--- src/rtl/mc_control_fsm.sv ---
// Multi-cycle processor control FSM: fetch / decode / execute / memory / write-back,
// with a memory-wait timeout and a sticky trap state for illegal opcodes or stalls.
module mc_control_fsm #(
    parameter int unsigned WAIT_MAX = 15
) (
    input  logic       clk,
    input  logic       rst,
    input  logic [6:0] opcode,
    input  logic       zero,
    input  logic       mem_ready,
    output logic       pc_write,
    output logic       pc_src,
    output logic       ir_write,
    output logic       iord,
    output logic       mem_read,
    output logic       mem_write,
    output logic       reg_write,
    output logic       mem_to_reg,
    output logic       alu_src,
    output logic       branch,
    output logic [1:0] alu_op,
    output logic       instr_done,
    output logic       illegal,
    output logic [2:0] state
);

    localparam int CW = (WAIT_MAX == 0) ? 1 : $clog2(WAIT_MAX + 1);

    localparam logic [6:0] OP_R   = 7'b0110011;
    localparam logic [6:0] OP_I   = 7'b0010011;
    localparam logic [6:0] OP_LW  = 7'b0000011;
    localparam logic [6:0] OP_SW  = 7'b0100011;
    localparam logic [6:0] OP_BEQ = 7'b1100011;

    typedef enum logic [2:0] {
        S_FETCH  = 3'd0,
        S_DECODE = 3'd1,
        S_EXEC   = 3'd2,
        S_MEM    = 3'd3,
        S_WB     = 3'd4,
        S_TRAP   = 3'd5
    } state_t;

    state_t        cur;
    logic [6:0]    op_q;
    logic [CW-1:0] wait_cnt;
    logic          waiting;
    logic          timeout;
    logic          op_legal;

    assign waiting  = ((cur == S_FETCH) || (cur == S_MEM)) && !mem_ready;
    assign timeout  = (WAIT_MAX != 0) && waiting && (wait_cnt == CW'(WAIT_MAX));
    assign op_legal = (opcode == OP_R) || (opcode == OP_I) || (opcode == OP_LW) ||
                      (opcode == OP_SW) || (opcode == OP_BEQ);

    // NOTE: sequential state uses non-blocking (<=) so every register samples pre-edge values.
    always_ff @(posedge clk) begin
        if (rst) begin
            cur      <= S_FETCH;
            op_q     <= '0;
            wait_cnt <= '0;
        end else begin
            case (cur)
                S_FETCH:  if (mem_ready) cur <= S_DECODE;
                          else if (timeout) cur <= S_TRAP;
                S_DECODE: begin
                    op_q <= opcode;
                    cur  <= op_legal ? S_EXEC : S_TRAP;
                end
                S_EXEC: begin
                    if ((op_q == OP_LW) || (op_q == OP_SW)) cur <= S_MEM;
                    else if (op_q == OP_BEQ)                cur <= S_FETCH;
                    else                                    cur <= S_WB;
                end
                S_MEM:    if (mem_ready) cur <= (op_q == OP_LW) ? S_WB : S_FETCH;
                          else if (timeout) cur <= S_TRAP;
                S_WB:     cur <= S_FETCH;
                default:  cur <= S_TRAP;   // TRAP holds; unused encodings 6-7 fall in here
            endcase

            // Staying in FETCH/MEM only happens while waiting without timeout; anything else is a state change.
            if (waiting && !timeout) begin
                if (wait_cnt != {CW{1'b1}}) wait_cnt <= wait_cnt + 1'b1;
            end else begin
                wait_cnt <= '0;
            end
        end
    end

    // NOTE: every output gets a default before the case so no latch is inferred.
    always_comb begin
        pc_write   = 1'b0;
        pc_src     = 1'b0;
        ir_write   = 1'b0;
        iord       = 1'b0;
        mem_read   = 1'b0;
        mem_write  = 1'b0;
        reg_write  = 1'b0;
        mem_to_reg = 1'b0;
        alu_src    = 1'b0;
        branch     = 1'b0;
        alu_op     = 2'b00;
        instr_done = 1'b0;
        illegal    = 1'b0;
        state      = 3'd0;
        if (!rst) begin
            state = cur;
            case (cur)
                S_FETCH: begin
                    mem_read = 1'b1;
                    if (mem_ready) begin
                        ir_write = 1'b1;
                        pc_write = 1'b1;
                    end
                end
                S_EXEC: begin
                    if ((op_q == OP_LW) || (op_q == OP_SW)) begin
                        alu_src = 1'b1;
                    end else if (op_q == OP_BEQ) begin
                        alu_op     = 2'b01;
                        branch     = 1'b1;
                        pc_src     = 1'b1;
                        pc_write   = zero;
                        instr_done = 1'b1;
                    end else begin
                        alu_src = (op_q == OP_I);
                        alu_op  = 2'b10;
                    end
                end
                S_MEM: begin
                    iord       = 1'b1;
                    alu_src    = 1'b1;
                    mem_read   = (op_q == OP_LW);
                    mem_write  = (op_q == OP_SW);
                    instr_done = (op_q == OP_SW) && mem_ready;
                end
                S_WB: begin
                    reg_write  = 1'b1;
                    instr_done = 1'b1;
                    mem_to_reg = (op_q == OP_LW);
                end
                S_TRAP:  illegal = 1'b1;
                default: ;
            endcase
        end
    end

endmodule

--- config.mk ---
export PLATFORM = sky130hd
export DESIGN_NAME = mc_control_fsm
export DESIGN_NICKNAME = d
export VERILOG_FILES = /design/src/rtl/mc_control_fsm.sv
export SDC_FILE = /design/constraint.sdc
export NUM_CORES = 1
export LEC_CHECK = 0
export BUFFER_PORTS_ARGS = -buffer_cell sky130_fd_sc_hd__buf_2
export CORE_ASPECT_RATIO = 0.8
export CORE_MARGIN = 3
export CORE_UTILIZATION = 51
export CTS_BUF_LIST = sky130_fd_sc_hd__clkbuf_8
export DETAILED_ROUTE_END_ITERATION = 8
export GPL_TIMING_DRIVEN = 0
export PLACE_DENSITY = 0.85
export SLEW_MARGIN = 20
export SYNTH_ARGS = -nofsm -noshare
export SYNTH_HDL_FRONTEND = slang
export SYNTH_SLANG_ARGS = --single-unit
export TNS_END_PERCENT = 50
--- constraint.sdc ---
create_clock -name clk -period 1.6 [get_ports clk]
set_input_delay 0.08 -clock clk [delete_from_list [all_inputs] [get_ports clk]]
set_output_delay 0.08 -clock clk [all_outputs]
set_load 0.02 [all_outputs]
# Word level (Yosys, flattened, before mapping)
# Index checks and enable logic that the tools add are counted.
dict set report totals {
  inputBits 11
  register_bits 14
  out_inout_bits 17
  wordCells 77
}
dict set report op_classes {
  n_reduce_logical 14
  n_eq_ne 16
  n_mux 42
  addsub 1
  bitwise_logic 1
}
# cell count
set op_table {}
lappend op_table {{two-way mux 1 bit} 25}
lappend op_table {{two-way mux 3 bit} 8}
lappend op_table {{equality test 7 x 6 -> 1 bit (second input constant)} 3}
lappend op_table {{one-hot mux 3 bit (5 select lines)} 1}
lappend op_table {{equality test 7 x 2 -> 1 bit (second input constant)} 2}
lappend op_table {{equality test 7 x 5 -> 1 bit (second input constant)} 2}
lappend op_table {{equality test 7 bit (second input constant)} 2}
lappend op_table {{two-way mux 2 bit} 4}
lappend op_table {{equality test 3 x 2 -> 1 bit (second input constant)} 2}
lappend op_table {{equality test 3 bit (second input constant)} 2}
lappend op_table {{logical OR 1 bit} 6}
lappend op_table {{one-hot mux 1 bit (2 select lines)} 3}
lappend op_table {{adder 4 x 1 -> 4 bit (second input constant)} 1}
lappend op_table {{equality test 4 bit (second input constant)} 1}
lappend op_table {{logical AND 1 bit} 4}
lappend op_table {{!= test 4 bit (second input constant)} 1}
lappend op_table {{equality test 3 x 1 -> 1 bit (second input constant)} 1}
lappend op_table {{logical NOT 3 bit} 1}
lappend op_table {{one-hot mux 1 bit (3 select lines)} 1}
lappend op_table {{logical NOT 1 bit} 2}
lappend op_table {{OR reduction 2 bit} 1}
lappend op_table {{NOT 1 bit} 1}

# Longest topological paths before layout
dict set report depth {
  ltp_word 8
  mapped_depth 5
  depth_no_buf 5
}

# Least setup slack after synthesis
# No wires, ideal clock.
dict set report synth_path {
  path_kind {reg2out}
  start {register cur[0]}
  end {output instr_done}
  required_time_ps 1520
  arrival_ps 1598
  path_stages_with_launch 6
  setup_slack_ps -78
  n_path_buf 1
  cell_sequence {dfxtp_1 clkbuf_1 nand2_1 nor2_1 and3_1 a211o_1}
}
dict set report synth_between {
  elab_chain_cells 3
  elab_cells_between_ends 5
  classes_between {eq/ne: 3; mux: 2}
}
# item line_no
set synth_lines {}
lappend synth_lines {{from (decl)} 44} ;# state_t cur;
lappend synth_lines {{from (signal assigned)} 68} ;# cur <= op_legal ? S_EXEC : S_TRAP;
lappend synth_lines {{from (signal assigned)} 75} ;# S_MEM: if (mem_ready) cur <= (op_q == OP_LW) ? S_WB : S_FETCH;
lappend synth_lines {{equality test 3 bit / equality test 3 x 2 -> 1 bit (equally long branches)} 108} ;# case (cur)
lappend synth_lines {{one-hot mux 1 bit (3 select lines) *} 108}
lappend synth_lines {{two-way mux 1 bit *} 106} ;# if (!rst) begin
lappend synth_lines {{to (decl)} 22} ;# output logic instr_done,
# Every way passes the cells marked *; elsewhere a longest branch is shown, timed or not.

# Worst setup path in the final report
dict set report layout_path {
  start {register op_q[3]}
  end {output mem_read}
}
dict set report layout_between {
  elab_chain_cells 3
}
# item line_no
set layout_lines {}
lappend layout_lines {{from (decl)} 45} ;# logic [6:0] op_q;
lappend layout_lines {{from (signal assigned)} 67} ;# op_q <= opcode;
lappend layout_lines {{equality test 7 x 2 -> 1 bit} 133} ;# mem_read = (op_q == OP_LW);
lappend layout_lines {{one-hot mux 1 bit (2 select lines)} 108}
lappend layout_lines {{two-way mux 1 bit} 106}
lappend layout_lines {{to (decl)} 15} ;# output logic mem_read,
# Every way passes these cells.

==> key figures <==
Clocking
  • Root buffer cell: clkbuf_8
  • H-tree levels: 1
  • Cts bufs inserted: 3
  • Clock transition at the registers of the reported paths: 0.05 ns
  • CTS tree: built
  • Clock Tree Buf Depth: 2
  • Clock latency on the worst-skew pair: 0.25 ns
  • CTS sink count: 14

Hold path
  • Hold depth: 3
  • Hold/Removal Path Class: input pin to flop

Timing
  • Relative slew slack: 0.6634
  • Setup ws final: -0.1179 ns
  • F_max: 582.1 MHz
  • Worst slew pin tran: 0.5050 ns
  • Final hold violations: 0
  • Setup Viol. Count Final: 5
  • RSZ-0062 raised after global routing: yes
  • Clock Skews: 0.009338 ns
  • Max Slew Vio Count: 0
  • Clock period minus worst slack: 1.718 ns
  • Final Cycle Share: 1.074

GRT
  • All-Layer GR Usage: 0.2306
  • First-pass GRT wire length: 3788 um
  • Vias in the first global route: 788
  • Largest net degree at the start of global routing: 11
  • Residual overflow from global routing: 0
  • Initial antenna violation count: 0

Layout
  • Ant diodes: 0
  • Synthesis-to-finish area growth: 40.47%
  • Layout cell share with drive strength beyond 1: 0.3942
  • Fin cells: 158
  • Final nets: 150

Worst setup path
  • Crit start category: flop
  • Setup crit end kind: output port
  • Worst-path fanout max: 3
  • Critical path arrival: 1.64 ns
  • WP data required: 1.52 ns
  • Worst reg2reg path depth: 4
  • Critical path class: flop to output port

Floorplan
  • Die area: 2189 um^2
  • I/O pin total: 28
  • Die W: 51.57 um
  • Initial Util: 0.5757
  • Core area: 1471 um^2
  • # rows: 12
  • Die height: 42.45 um

Yosys
  • Mapped Area: 847.1 um^2
  • Unique masters post-synth: 36
  • Avg Cell Area, Syn: 8.145 um^2
  • Number of synthesized register bits: 14
  • Largest cells by area after synthesis: dfxtp_1, mux2i_1, nor2_1
  • Cells after synthesis: 104
  • Syn nets: 116
  • Yosys warning total: 0
  • Synth Flop Type: dfxtp_1
  • Cell accounting for the most synthesized area: dfxtp_1
  • Async SR Flop Fraction: 0
  • Post-synthesis sequential area ratio: 0.3309
  • Post-synth top area share: 0.3309
  • Number of enable flip-flop cells after synthesis: 0

Detailed routing
  • Via Count: 927
  • DR vias/cell: 5.867
  • Aggregate routed wire length: 2524 um
  • Detailed-router iteration count before antenna repair: 4
  • Post-route ant nets: 0
  • WL/cell: 15.97 um
  • DRC viols: 0
  • Initial drt markers: 34

Place
  • IO buf count: 27
  • Routability cong.: 0.9082
  • Placed Cells: 152
  • HPWL Detailed: 1490 um
  • Pre-CTS setup slack: -0.1670 ns

Flow run
  • Max cap viols: 0

Outcome
  • Failing checks: setup timing
  • Outcome: finished, violations left

Pwr
  • Lkg Pwr: 0.5302 nW
  • Worst ir drop on vdd: 0.0007496 V
  • Pwr per Cell Area: 826.4 nW/um^2
[cell usage in the layout (no fill, tap or decap), types with 2 or more instances in the layout]
cell type	count
dfxtp_1	13
nor3_1	5
a211o_1	2
nand3_1	2
nor2b_1	3
nand2b_1	5
nor2_1	16
o22ai_1	2
nand2_1	6
xor2_1	2
nor2_2	2
buf_2	24
clkbuf_8	4
mux2i_1	7
clkbuf_4	2
inv_1	2
a31oi_1	4
nor3_4	2
buf_4	7
[worst max-delay path, cell delays in order, from the launching register on]
cell and delay [ns]:
dfxtp_1 0.31, nand4bb_4 0.26, nor3_4 0.16, or3b_4 0.40, a21oi_2 0.12, buf_4 0.15
[cells in the mapped netlist (2+ instances only)]
cell	n
o22ai_1	2
nor2_1	18
nand2b_1	5
nand3_1	2
inv_1	2
a31oi_1	4
a211o_1	2
xor2_1	2
a21oi_1	2
dfxtp_1	14
nor2b_1	4
buf_4	2
nand2_1	7
clkbuf_1	4
nor3_1	7
mux2i_1	7
[flip-flops by register name, indices dropped and copies added, names as in the netlist]
| signal | count |
|---|---|
| wait_cnt | 4 |
| op_q | 7 |
| cur | 3 |
[cells by family (layout without fill, tap and decap cells)]
group,Yosys count,count (layout),synth area share
AND/OR/NAND/NOR,57,57,0.3737
flip-flops,14,14,0.3309
AO/OA/AOI/OAI,13,13,0.1167
buffers and inverters,9,42,0.05021
multiplexers,7,7,0.08272
XOR/XNOR,3,3,0.03102
adder cells (fa/ha/maj),1,1,0.01477
[metrics by stage]
step | hold WS [ns] | total power, W | utilization | setup TNS (ns) | instance area [um^2]
5_1_grt | 0.1141 | 0.001021 | 0.8087 | -0.8747 | 1190
3_5_place_dp | 0.3420 | 0.0005782 | 0.6871 | -0.2817 | 1011
3_3_place_gp | 0.3342 | 0.0005728 | 0.6871 | -0.1742 | 1011
2_1_floorplan | 0.2268 | 0.0005226 | - | -0.03060 | 849.6
4_1_cts | 0.08752 | 0.0009451 | 0.7772 | -0.3631 | 1144
6_report | 0.09052 | 0.0009833 | 0.8087 | -0.3407 | 1190
[final cells by class]
cell class,instances,area [um^2]
clock buffers,4,55.05
well taps,21,26.28
flip-flops and latches,14,281.5
repair buffers,30,177.7
inverters,2,7.507
multi-input cells,81,596.8
fillers,100,281.5
plain buffers,6,45.04
[routing by layer]
metal / vias to the layer above / routed length (um) / track usage
li1: 430 / - / -
met1: 433 / 1015 / 0.2909
met2: 55 / 1245 / 0.3959
met3: 9 / 208 / 0.06406
met4: 0 / 55 / 0.03141
met5: - / 0 / 0
[where the power goes]
| part | leakage [nW] | internal, W | switching [W] | total, W |
|---|---|---|---|---|
| Clock | 0.0288 | 0.000218 | 0.000136 | 0.000354 |
| Combinational | 0.387 | 0.000102 | 0.000121 | 0.000223 |
| Sequential | 0.115 | 0.000372 | 0.0000335 | 0.000406 |
[what timing repair did]
item	in CTS	in global routing
setup buffers	2	1
pin swaps	3	4
hold buffers	0	0
setup endpoints to repair	16	20
gates resized for setup	17	10
[worst paths after layout]
kind	from	to	slack (ns)
worst min register to register	wait_cnt[0]$_SDFFE_PP0N_	wait_cnt[0]$_SDFFE_PP0N_	0.45
worst min-delay path	opcode[0]	op_q[0]$_SDFFE_PP0P_	0.09
worst max-delay path	op_q[3]$_SDFFE_PP0P_	mem_read	-0.12
worst max register to register	cur[1]$_SDFF_PP0_	cur[1]$_SDFF_PP0_	0.09
(Power assumes the default switching activity.)
